File: config.mk
export PLATFORM = sky130hd
export DESIGN_NAME = accum_datapath_flat
export DESIGN_NICKNAME = d
export VERILOG_FILES = /design/src/rtl/accum_datapath_if.sv /design/src/rtl/accum_datapath.sv /design/src/flat_wrapper.sv
export SDC_FILE = /design/constraint.sdc
export NUM_CORES = 1
export LEC_CHECK = 0
export ABC_AREA = 1
export BUFFER_PORTS_ARGS = -buffer_cell sky130_fd_sc_hd__buf_2
export CORE_AREA = 2 2 153 155
export DETAILED_ROUTE_END_ITERATION = 16
export DIE_AREA = 0 0 155 157
export PLACE_DENSITY = 0.76
export SLEW_MARGIN = 20
export SYNTH_ARGS = -nofsm -noshare
export SYNTH_HDL_FRONTEND = slang
export SYNTH_SLANG_ARGS = --single-unit
File: constraint.sdc
create_clock -name i_clk -period 2.65 [get_ports i_clk]
set_input_delay 0.3975 -clock i_clk [delete_from_list [all_inputs] [get_ports i_clk]]
set_output_delay 0.3975 -clock i_clk [all_outputs]
set_load 0.1 [all_outputs]
File: src/rtl/accum_datapath_if.sv
// Bus between the block-accumulate controller (and the memory loader) and
// the accumulate datapath.
//   master : controller side, drives the request/strobe signals and observes status
//   slave  : datapath side, consumes the strobes and drives data/status outputs
// Signals
//   address/read_enable/load/clear/transfer/write_enable : controller strobes
//   init_we/init_addr/init_data                          : loader write port
//   rd_data/rd_valid/reg_b/acc                           : datapath state
//   overflow/load_err/init_collide                       : sticky status flags
interface accum_datapath_if #(
  parameter int DATA_W = 8,
  parameter int ADDR_W = 5,
  parameter int ACC_W  = 11
);
  logic [ADDR_W-1:0] address;
  logic              read_enable;
  logic              load;
  logic              clear;
  logic              transfer;
  logic              write_enable;
  logic              init_we;
  logic [ADDR_W-1:0] init_addr;
  logic [DATA_W-1:0] init_data;
  logic [DATA_W-1:0] rd_data;
  logic              rd_valid;
  logic [DATA_W-1:0] reg_b;
  logic [ACC_W-1:0]  acc;
  logic              overflow;
  logic              load_err;
  logic              init_collide;

  modport master (
    output address, read_enable, load, clear, transfer, write_enable,
    output init_we, init_addr, init_data,
    input  rd_data, rd_valid, reg_b, acc, overflow, load_err, init_collide
  );

  modport slave (
    input  address, read_enable, load, clear, transfer, write_enable,
    input  init_we, init_addr, init_data,
    output rd_data, rd_valid, reg_b, acc, overflow, load_err, init_collide
  );
endinterface

File: src/rtl/accum_datapath.sv
// Block-accumulate datapath: DEPTH-word memory, fixed-latency read pipeline,
// operand register B and accumulator A with write-back of the truncated sum.
// Ports
//   i_clk : rising-edge clock
//   i_rst : synchronous active-high reset (memory contents are kept)
//   bus   : accum_datapath_if.slave carrying controller strobes, loader
//           write port, read data/valid, RegB, Acc and sticky status flags
module accum_datapath #(
  parameter int DATA_W     = 8,
  parameter int ADDR_W     = 5,
  parameter int DEPTH      = 32,
  parameter int RD_LATENCY = 2,
  parameter int ACC_W      = 11
) (
  input  logic                   i_clk,
  input  logic                   i_rst,
  accum_datapath_if.slave        bus
);

  function automatic logic [DATA_W-1:0] acc_trunc(input logic [ACC_W-1:0] a);
    return a[DATA_W-1:0];
  endfunction

  function automatic logic acc_exceeds(input logic [ACC_W-1:0] a);
    return |a[ACC_W-1:DATA_W];
  endfunction

  logic [DATA_W-1:0] r_mem [DEPTH];
  logic [DATA_W-1:0] r_rd_data;
  logic              r_rd_valid;
  logic [DATA_W-1:0] r_reg_b;
  logic [ACC_W-1:0]  r_acc;
  logic              r_overflow;
  logic              r_load_err;
  logic              r_init_collide;

  logic [DATA_W-1:0] w_mem_rd;
  logic [DATA_W-1:0] w_done_data;
  logic              w_done_vld;

  // Asynchronous array read sampled at the request edge; since the write
  // lands at the same edge, a same-address read returns the old word.
  assign w_mem_rd = r_mem[bus.address];

  // ---- stage p0..pN: read latency pipeline ----
  generate
    if (RD_LATENCY == 1) begin : g_lat1
      assign w_done_vld  = bus.read_enable;
      assign w_done_data = w_mem_rd;
    end else begin : g_latn
      logic [DATA_W-1:0] r_data_p [RD_LATENCY-1];
      logic              r_vld_p  [RD_LATENCY-1];

      always_ff @(posedge i_clk) begin
        r_data_p[0] <= w_mem_rd;
        for (int i = 1; i < RD_LATENCY-1; i++) begin
          r_data_p[i] <= r_data_p[i-1];
        end
      end

      always_ff @(posedge i_clk) begin
        if (i_rst) begin
          for (int i = 0; i < RD_LATENCY-1; i++) begin
            r_vld_p[i] <= 1'b0;
          end
        end else begin
          r_vld_p[0] <= bus.read_enable;
          for (int i = 1; i < RD_LATENCY-1; i++) begin
            r_vld_p[i] <= r_vld_p[i-1];
          end
        end
      end

      assign w_done_vld  = r_vld_p[RD_LATENCY-2];
      assign w_done_data = r_data_p[RD_LATENCY-2];
    end
  endgenerate

  // ---- output stage: read data holds until a newer read completes ----
  always_ff @(posedge i_clk) begin
    if (i_rst) begin
      r_rd_data  <= '0;
      r_rd_valid <= 1'b0;
    end else if (w_done_vld) begin
      r_rd_data  <= w_done_data;
      r_rd_valid <= 1'b1;
    end else if (bus.load) begin
      r_rd_valid <= 1'b0;
    end
  end

  // ---- register B / accumulator / status ----
  always_ff @(posedge i_clk) begin
    if (i_rst) begin
      r_reg_b        <= '0;
      r_acc          <= '0;
      r_overflow     <= 1'b0;
      r_load_err     <= 1'b0;
      r_init_collide <= 1'b0;
    end else begin
      if (bus.load) begin
        r_reg_b <= r_rd_data;
        if (!r_rd_valid) r_load_err <= 1'b1;
      end
      // Transfer sees the pre-edge RegB even when Load fires in the same cycle.
      if (bus.clear) begin
        r_acc <= '0;
      end else if (bus.transfer) begin
        r_acc <= r_acc + {{(ACC_W-DATA_W){1'b0}}, r_reg_b};
      end
      if (bus.clear) begin
        r_overflow <= 1'b0;
      end else if (bus.write_enable && acc_exceeds(r_acc)) begin
        r_overflow <= 1'b1;
      end
      if (bus.write_enable && bus.init_we) r_init_collide <= 1'b1;
    end
  end

  // ---- memory write: write-back beats the loader ----
  always_ff @(posedge i_clk) begin
    if (!i_rst) begin
      if (bus.write_enable) begin
        r_mem[bus.address] <= acc_trunc(r_acc);
      end else if (bus.init_we) begin
        r_mem[bus.init_addr] <= bus.init_data;
      end
    end
  end

  assign bus.rd_data      = r_rd_data;
  assign bus.rd_valid     = r_rd_valid;
  assign bus.reg_b        = r_reg_b;
  assign bus.acc          = r_acc;
  assign bus.overflow     = r_overflow;
  assign bus.load_err     = r_load_err;
  assign bus.init_collide = r_init_collide;

endmodule

File: src/flat_wrapper.sv
// flat-port wrapper written by rule: the top's interface ports become plain ports
module accum_datapath_flat 
#(
  parameter int DATA_W     = 8,
  parameter int ADDR_W     = 5,
  parameter int DEPTH      = 32,
  parameter int RD_LATENCY = 2,
  parameter int ACC_W      = 11
)
  (i_clk, i_rst, bus_address, bus_read_enable, bus_load, bus_clear, bus_transfer, bus_write_enable, bus_init_we, bus_init_addr, bus_init_data, bus_rd_data, bus_rd_valid, bus_reg_b, bus_acc, bus_overflow, bus_load_err, bus_init_collide);
  accum_datapath_if #(.DATA_W(DATA_W), .ADDR_W(ADDR_W), .ACC_W(ACC_W)) bus_i ();
  input  logic i_clk;
  input  logic i_rst;
  input wire logic [$bits(bus_i.address)-1:0] bus_address;
  input wire logic [$bits(bus_i.read_enable)-1:0] bus_read_enable;
  input wire logic [$bits(bus_i.load)-1:0] bus_load;
  input wire logic [$bits(bus_i.clear)-1:0] bus_clear;
  input wire logic [$bits(bus_i.transfer)-1:0] bus_transfer;
  input wire logic [$bits(bus_i.write_enable)-1:0] bus_write_enable;
  input wire logic [$bits(bus_i.init_we)-1:0] bus_init_we;
  input wire logic [$bits(bus_i.init_addr)-1:0] bus_init_addr;
  input wire logic [$bits(bus_i.init_data)-1:0] bus_init_data;
  output wire logic [$bits(bus_i.rd_data)-1:0] bus_rd_data;
  output wire logic [$bits(bus_i.rd_valid)-1:0] bus_rd_valid;
  output wire logic [$bits(bus_i.reg_b)-1:0] bus_reg_b;
  output wire logic [$bits(bus_i.acc)-1:0] bus_acc;
  output wire logic [$bits(bus_i.overflow)-1:0] bus_overflow;
  output wire logic [$bits(bus_i.load_err)-1:0] bus_load_err;
  output wire logic [$bits(bus_i.init_collide)-1:0] bus_init_collide;
  assign bus_i.address = bus_address;
  assign bus_i.read_enable = bus_read_enable;
  assign bus_i.load = bus_load;
  assign bus_i.clear = bus_clear;
  assign bus_i.transfer = bus_transfer;
  assign bus_i.write_enable = bus_write_enable;
  assign bus_i.init_we = bus_init_we;
  assign bus_i.init_addr = bus_init_addr;
  assign bus_i.init_data = bus_init_data;
  assign bus_rd_data = bus_i.rd_data;
  assign bus_rd_valid = bus_i.rd_valid;
  assign bus_reg_b = bus_i.reg_b;
  assign bus_acc = bus_i.acc;
  assign bus_overflow = bus_i.overflow;
  assign bus_load_err = bus_i.load_err;
  assign bus_init_collide = bus_i.init_collide;
  accum_datapath #(.DATA_W(DATA_W), .ADDR_W(ADDR_W), .DEPTH(DEPTH), .RD_LATENCY(RD_LATENCY), .ACC_W(ACC_W)) u_core (.i_clk(i_clk), .i_rst(i_rst), .bus(bus_i));
endmodule
Word level (Yosys, flattened, before mapping)
Memories as Yosys holds them, arrays and structs flattened. A register that Yosys moved wholly into a read port is not among the register bits. Index checks and enable logic that the tools add are counted.

Add/subtract/negate cells: 1. Mux-type cells: 17. Bitwise logic cells: 1. Reduce and logical (&&, ||, !) cells: 8.

Operators by type and width (count): $mux W1 (15); $add A11 B8 Y11 (1); $mux W8 (1); $reduce_or A8 Y1 (1); $mux W5 (1); $reduce_or A3 Y1 (1); $logic_and A1 B1 Y1 (2); $reduce_and A2 Y1 (1); $reduce_bool A2 Y1 (1); $reduce_or A2 Y1 (1); $not A1 Y1 (1); $reduce_or A1 Y1 (1).

Bits in registers: 23. Memory bits (writable): 265. Bits of input ports: 26. Output and inout port bits: 31. Memories: 3.

Memory list: u_core.r_mem (words 32, width 8, rd ports 1, clocked after Yosys merged registers in 0, wr ports 1, line accum_datapath.sv:28) `logic [DATA_W-1:0] r_mem [DEPTH];`; u_core.g_latn.r_data_p (words 1, width 8, rd ports 1, clocked after Yosys merged registers in 1, wr ports 1, line accum_datapath.sv:51) `logic [DATA_W-1:0] r_data_p [RD_LATENCY-1];`; u_core.g_latn.r_vld_p (words 1, width 1, rd ports 1, clocked after Yosys merged registers in 0, wr ports 1, line accum_datapath.sv:52) `logic r_vld_p [RD_LATENCY-1];`.

Logic depth before layout (Yosys ltp)
Depth after elaboration: 6. Gate-level depth with buffers: 11.

Worst setup path before layout
OpenSTA, ideal clock, no wires.

Path kind: register to register. From: register u_core.r_acc[1] (netlist: u_core.bus.acc[1]). To: memory u_core.r_mem[0][1], data pin. Data arrival time: 2.118 ns. Setup slack: 0.155 ns. Cell stages (with the launch flop): 3. Cells stage by stage: dfxtp_1 inv_1 a21oi_1.

Longest elaborated chain between the ends: 1.

Ends and longest elaborated chain: start: declaration (line accum_datapath.sv:32) `logic [ACC_W-1:0] r_acc;`; start signal: assignment (line accum_datapath.sv:109) `r_acc <= r_acc + {{(ACC_W-DATA_W){1'b0}}, r_reg_b};`; $mux W8 (no source line); end: declaration (line accum_datapath.sv:28).

No other way between the ends.

Worst setup path in the final report
From: register u_core.r_acc[0] (netlist: u_core.bus.acc[0]). To: register u_core.r_acc[10] (netlist: u_core.bus.acc[10]).

Longest elaborated chain between the ends: 1.

Ends and longest elaborated chain (line): $add A11 B8 Y11 (accum_datapath.sv:109).

No other way between the ends. A chain may end at the register's enable or synchronous reset.

==> flow_summary.yaml <==
placed_design:
  portBuffers: 56
  place_congestion: 0.8703
  dp.final_hpwl_um: 17450
sta:
  fin_crit_sh_pct: 79.86
  slew_headroom_pct: 49.55
  hold_viol_final: 0
  fin_worst_skew_ps: 27.33
  rsz0062_at_grt: "no"
  drv_slew: 0
  finalSetupViolations: 0
  max_freq_mhz: 472.6
  setup_tns_ps: 0
  final.min_clock_period_ps: 2116
  worst_pin_slew_ps: 756.7
drt:
  dr.first_iter.drc_count: 983
  wl_per_cell_um: 18.49
  drtAntennaViolNets: 0
  firstDrtPassIters: 5
  drt-vias-per-instance: 5.619
  vias: 8782
  drt-total-wl_um: 28900
  drc: 0
global_route:
  antenna_found_initial: 0
  grt.total_usage_pct: 23.99
  grtUsageMet1_pct: 31.93
  grt_pass1_wl_um: 44730
  grt_pass1_vias: 8365
  grt_max_degree: 129
  met2_usage_pct: 40.49
  busiest_layer: "met2"
  grtUsageMet3_pct: 3.937
  gr-total-overflow: 0
logic_synthesis:
  synthTopCellsByArea: "edfxtp_1 (63%), nand2_1 (12%), nand3_1 (8.5%)"
  synth_fa_ha_area_share_pct: 0.9768
  syn_nets: 1207
  synth_warnings: 0
  synth_top_family_by_area: "simple AND/OR/NAND/NOR gates"
  synth_mux_area_share_pct: 0.1832
  synth_top_area_share_pct: 62.52
  synthCells: 1172
  ys_types: 25
  syn_area_um2: 12300
  avgSynthCellArea_um2: 10.49
  synth_compound_area_share_pct: 2.188
  synth_area_leader_cell: "edfxtp_1"
  ys_seq_area_share_pct: 69.03
  synth-seq-cells: 296
  synth_xor_area_share_pct: 0.07123
  synth-simple-area-share_pct: 24.08
status:
  status: "complete, no violations"
clock_network:
  post-cts-setup-buffer-count: 0
  tritoncts: "done"
  numCtsBuffers: 30
  cts.sinks: 296
  cts_root_buf: "clkbuf_16"
  cts.repair.resized: 0
  htree_levels: 1
  clock_path_buffers: 3
  ctsHoldBuffers: 0
  clkTransAtPathRegs_ps: 60
  clkLatencyLatePin_ps: 560
die:
  fp.dieW_um: 155
  io_pins: 57
  start_util_pct: 54.65
  rows: 55
  design.core.area_um2: 22500
  dieArea_um2: 24340
  die_y_um: 157
setup_path:
  critical_path_arrival_ps: 2570
  worst_setup_path_start_kind: "register"
  critPathMaxStageDelay_ps: 450
  crit_buf_inv: 1
  cp_data_required_time_ps: 3100
  path_cells: "ha_1 -> inv_1 -> fa_1 -> o21ai_0 -> nand2_1 -> nand2_1 -> nand3_1 -> nand2_1 -> nor2_1"
  critPathTopFamily: "adder cells"
  crit_fanout: 4
  crit_top_cell: "nand2_1"
  cpMaxStageDelayCell: "o21ai_0"
  critPathKind: "register to register"
  cp-end-kind: "register"
hold_path:
  hold_path_class: "input pin to register"
pwr:
  leakagePower_nw: 5.673
  powerDensity_nw_per_um2: 738.9
  peakVddDrop_uv: 517.6
cells_and_area:
  synthToLayoutAreaGrowth_pct: 15.30
  num_antenna_cells: 0
  final_nets: 1289
  fill_cells: 1712
  final_core_utilization_pct: 63.01
  drive_gt1_share_pct: 13.62
run:
  maxCapViolCount: 0
path summary, 6_finish.rpt:
path / start / end / slack [ps] / depth (start not counted)
max: u_core.bus.acc[0] / u_core.bus.acc[10] / 530 / 9
min: bus_read_enable / u_core.g_latn.r_vld_p[0] / 80 / 3
max reg2reg: u_core.bus.acc[0] / u_core.bus.acc[10] / 530 / 9
min reg2reg: u_core.bus.init_collide / u_core.bus.init_collide / 460 / 2
layout by cell type (no fill, tap or decap):
| cell type | Yosys | layout |
|---|---|---|
| bufinv_16 | 0 | 3 |
| and2_1 | 1 | 1 |
| nand3_1 | 209 | 209 |
| ha_1 | 8 | 8 |
| clkinv_1 | 3 | 4 |
| clkinv_2 | 0 | 6 |
| clkbuf_8 | 0 | 8 |
| nor2_2 | 1 | 1 |
| xnor2_1 | 1 | 1 |
| o21ai_2 | 3 | 3 |
| inv_2 | 1 | 2 |
| mux2_2 | 2 | 2 |
| nand3_4 | 1 | 1 |
| nand4_1 | 1 | 1 |
| clkinvlp_4 | 0 | 1 |
| clkbuf_16 | 0 | 32 |
| clkbuf_1 | 9 | 6 |
| buf_4 | 0 | 50 |
| o211ai_1 | 1 | 1 |
| buf_2 | 32 | 55 |
| a21oi_1 | 23 | 17 |
| nand2_1 | 407 | 407 |
| o21ai_0 | 24 | 24 |
| edfxtp_1 | 256 | 256 |
| a21oi_2 | 0 | 6 |
| dfxtp_1 | 40 | 40 |
| inv_1 | 38 | 36 |
| fa_1 | 1 | 1 |
| or2_2 | 1 | 1 |
| nor2_1 | 92 | 92 |
| buf_12 | 0 | 3 |
worst min-delay path, delay by kind of cell:
kind                   cells  cell delay [ps]
AND/OR/NAND/NOR            1               40
buffers and inverters      2              140
routing by layer:
layer | up-vias | routed length, µm
met2 | 386 | 13920
li1 | 4157 | -
met3 | 54 | 2340
met1 | 4185 | 11830
met4 | 0 | 800
met5 | - | 0
state kept, by name, indices dropped and copies added, names as in the netlist:
signal and flops:
u_core.g_latn.r_vld_p 1, u_core.bus.rd_valid 1, u_core.bus.reg_b 8, u_core.r_mem 256, u_core.bus.load_err 1, u_core.bus.acc 11, u_core.bus.rd_data 8, u_core.bus.init_collide 1
u_core.bus.overflow 1, u_core.g_latn.r_data_p 8
synth_stat cells:
library cell    n
nand3_1       209
ha_1            8
o21ai_0        24
a21oi_1        23
dfxtp_1        40
fa_1            1
inv_1          38
nand3_4         1
clkbuf_1        9
clkinv_1        3
nand4_1         1
and2_1          1
o211ai_1        1
buf_1          16
buf_8           1
inv_2           1
edfxtp_1      256
buf_2          32
nor2_1         92
nor2_2          1
nand2_1       407
or2_2           1
xnor2_1         1
o21ai_2         3
mux2_2          2
cell type report:
cell class	instances	area, µm²	area share (%)
Timing Repair Buffer	108	710.7	5.012
Multi-Input combinational cell	776	3405	24.01
Sequential cell	296	8488	59.87
Clock inverter	10	126.4	0.8913
Clock buffer	46	933.4	6.583
Tap cell	285	356.6	2.515
Inverter	42	158.9	1.121
per-stage QoR:
step                instances  setup WS, ps  hold slack [ps]  power [mW]  instance area [µm²]
floorplan                1172         155.0            430.7       5.883                12300
global placement         1507         226.2            438.3       6.152                13120
detailed placement       1507         131.7            446.8       6.170                13120
CTS                      1563         550.8            64.39       10.51                14180
global route             1563         426.2            81.71       10.79                14180
finish                   1563         533.8            77.76       10.48                14180
cell families after synthesis:
family / count (synthesis)
XOR/XNOR: 1
flip-flops: 296
AND/OR/NAND/NOR: 713
adder cells (fa/ha/maj): 9
multiplexers: 2
buffers and inverters: 100
AO/OA/AOI/OAI: 51
power by group:
group	switching, mW	internal [mW]	total [mW]
sequential	0.0346	5.15	5.18
combinational	0.692	0.209	0.901
clock	1.69	2.70	4.39
total	2.42	8.06	10.5
No activity file was read; power rests on OpenSTA's default activity.
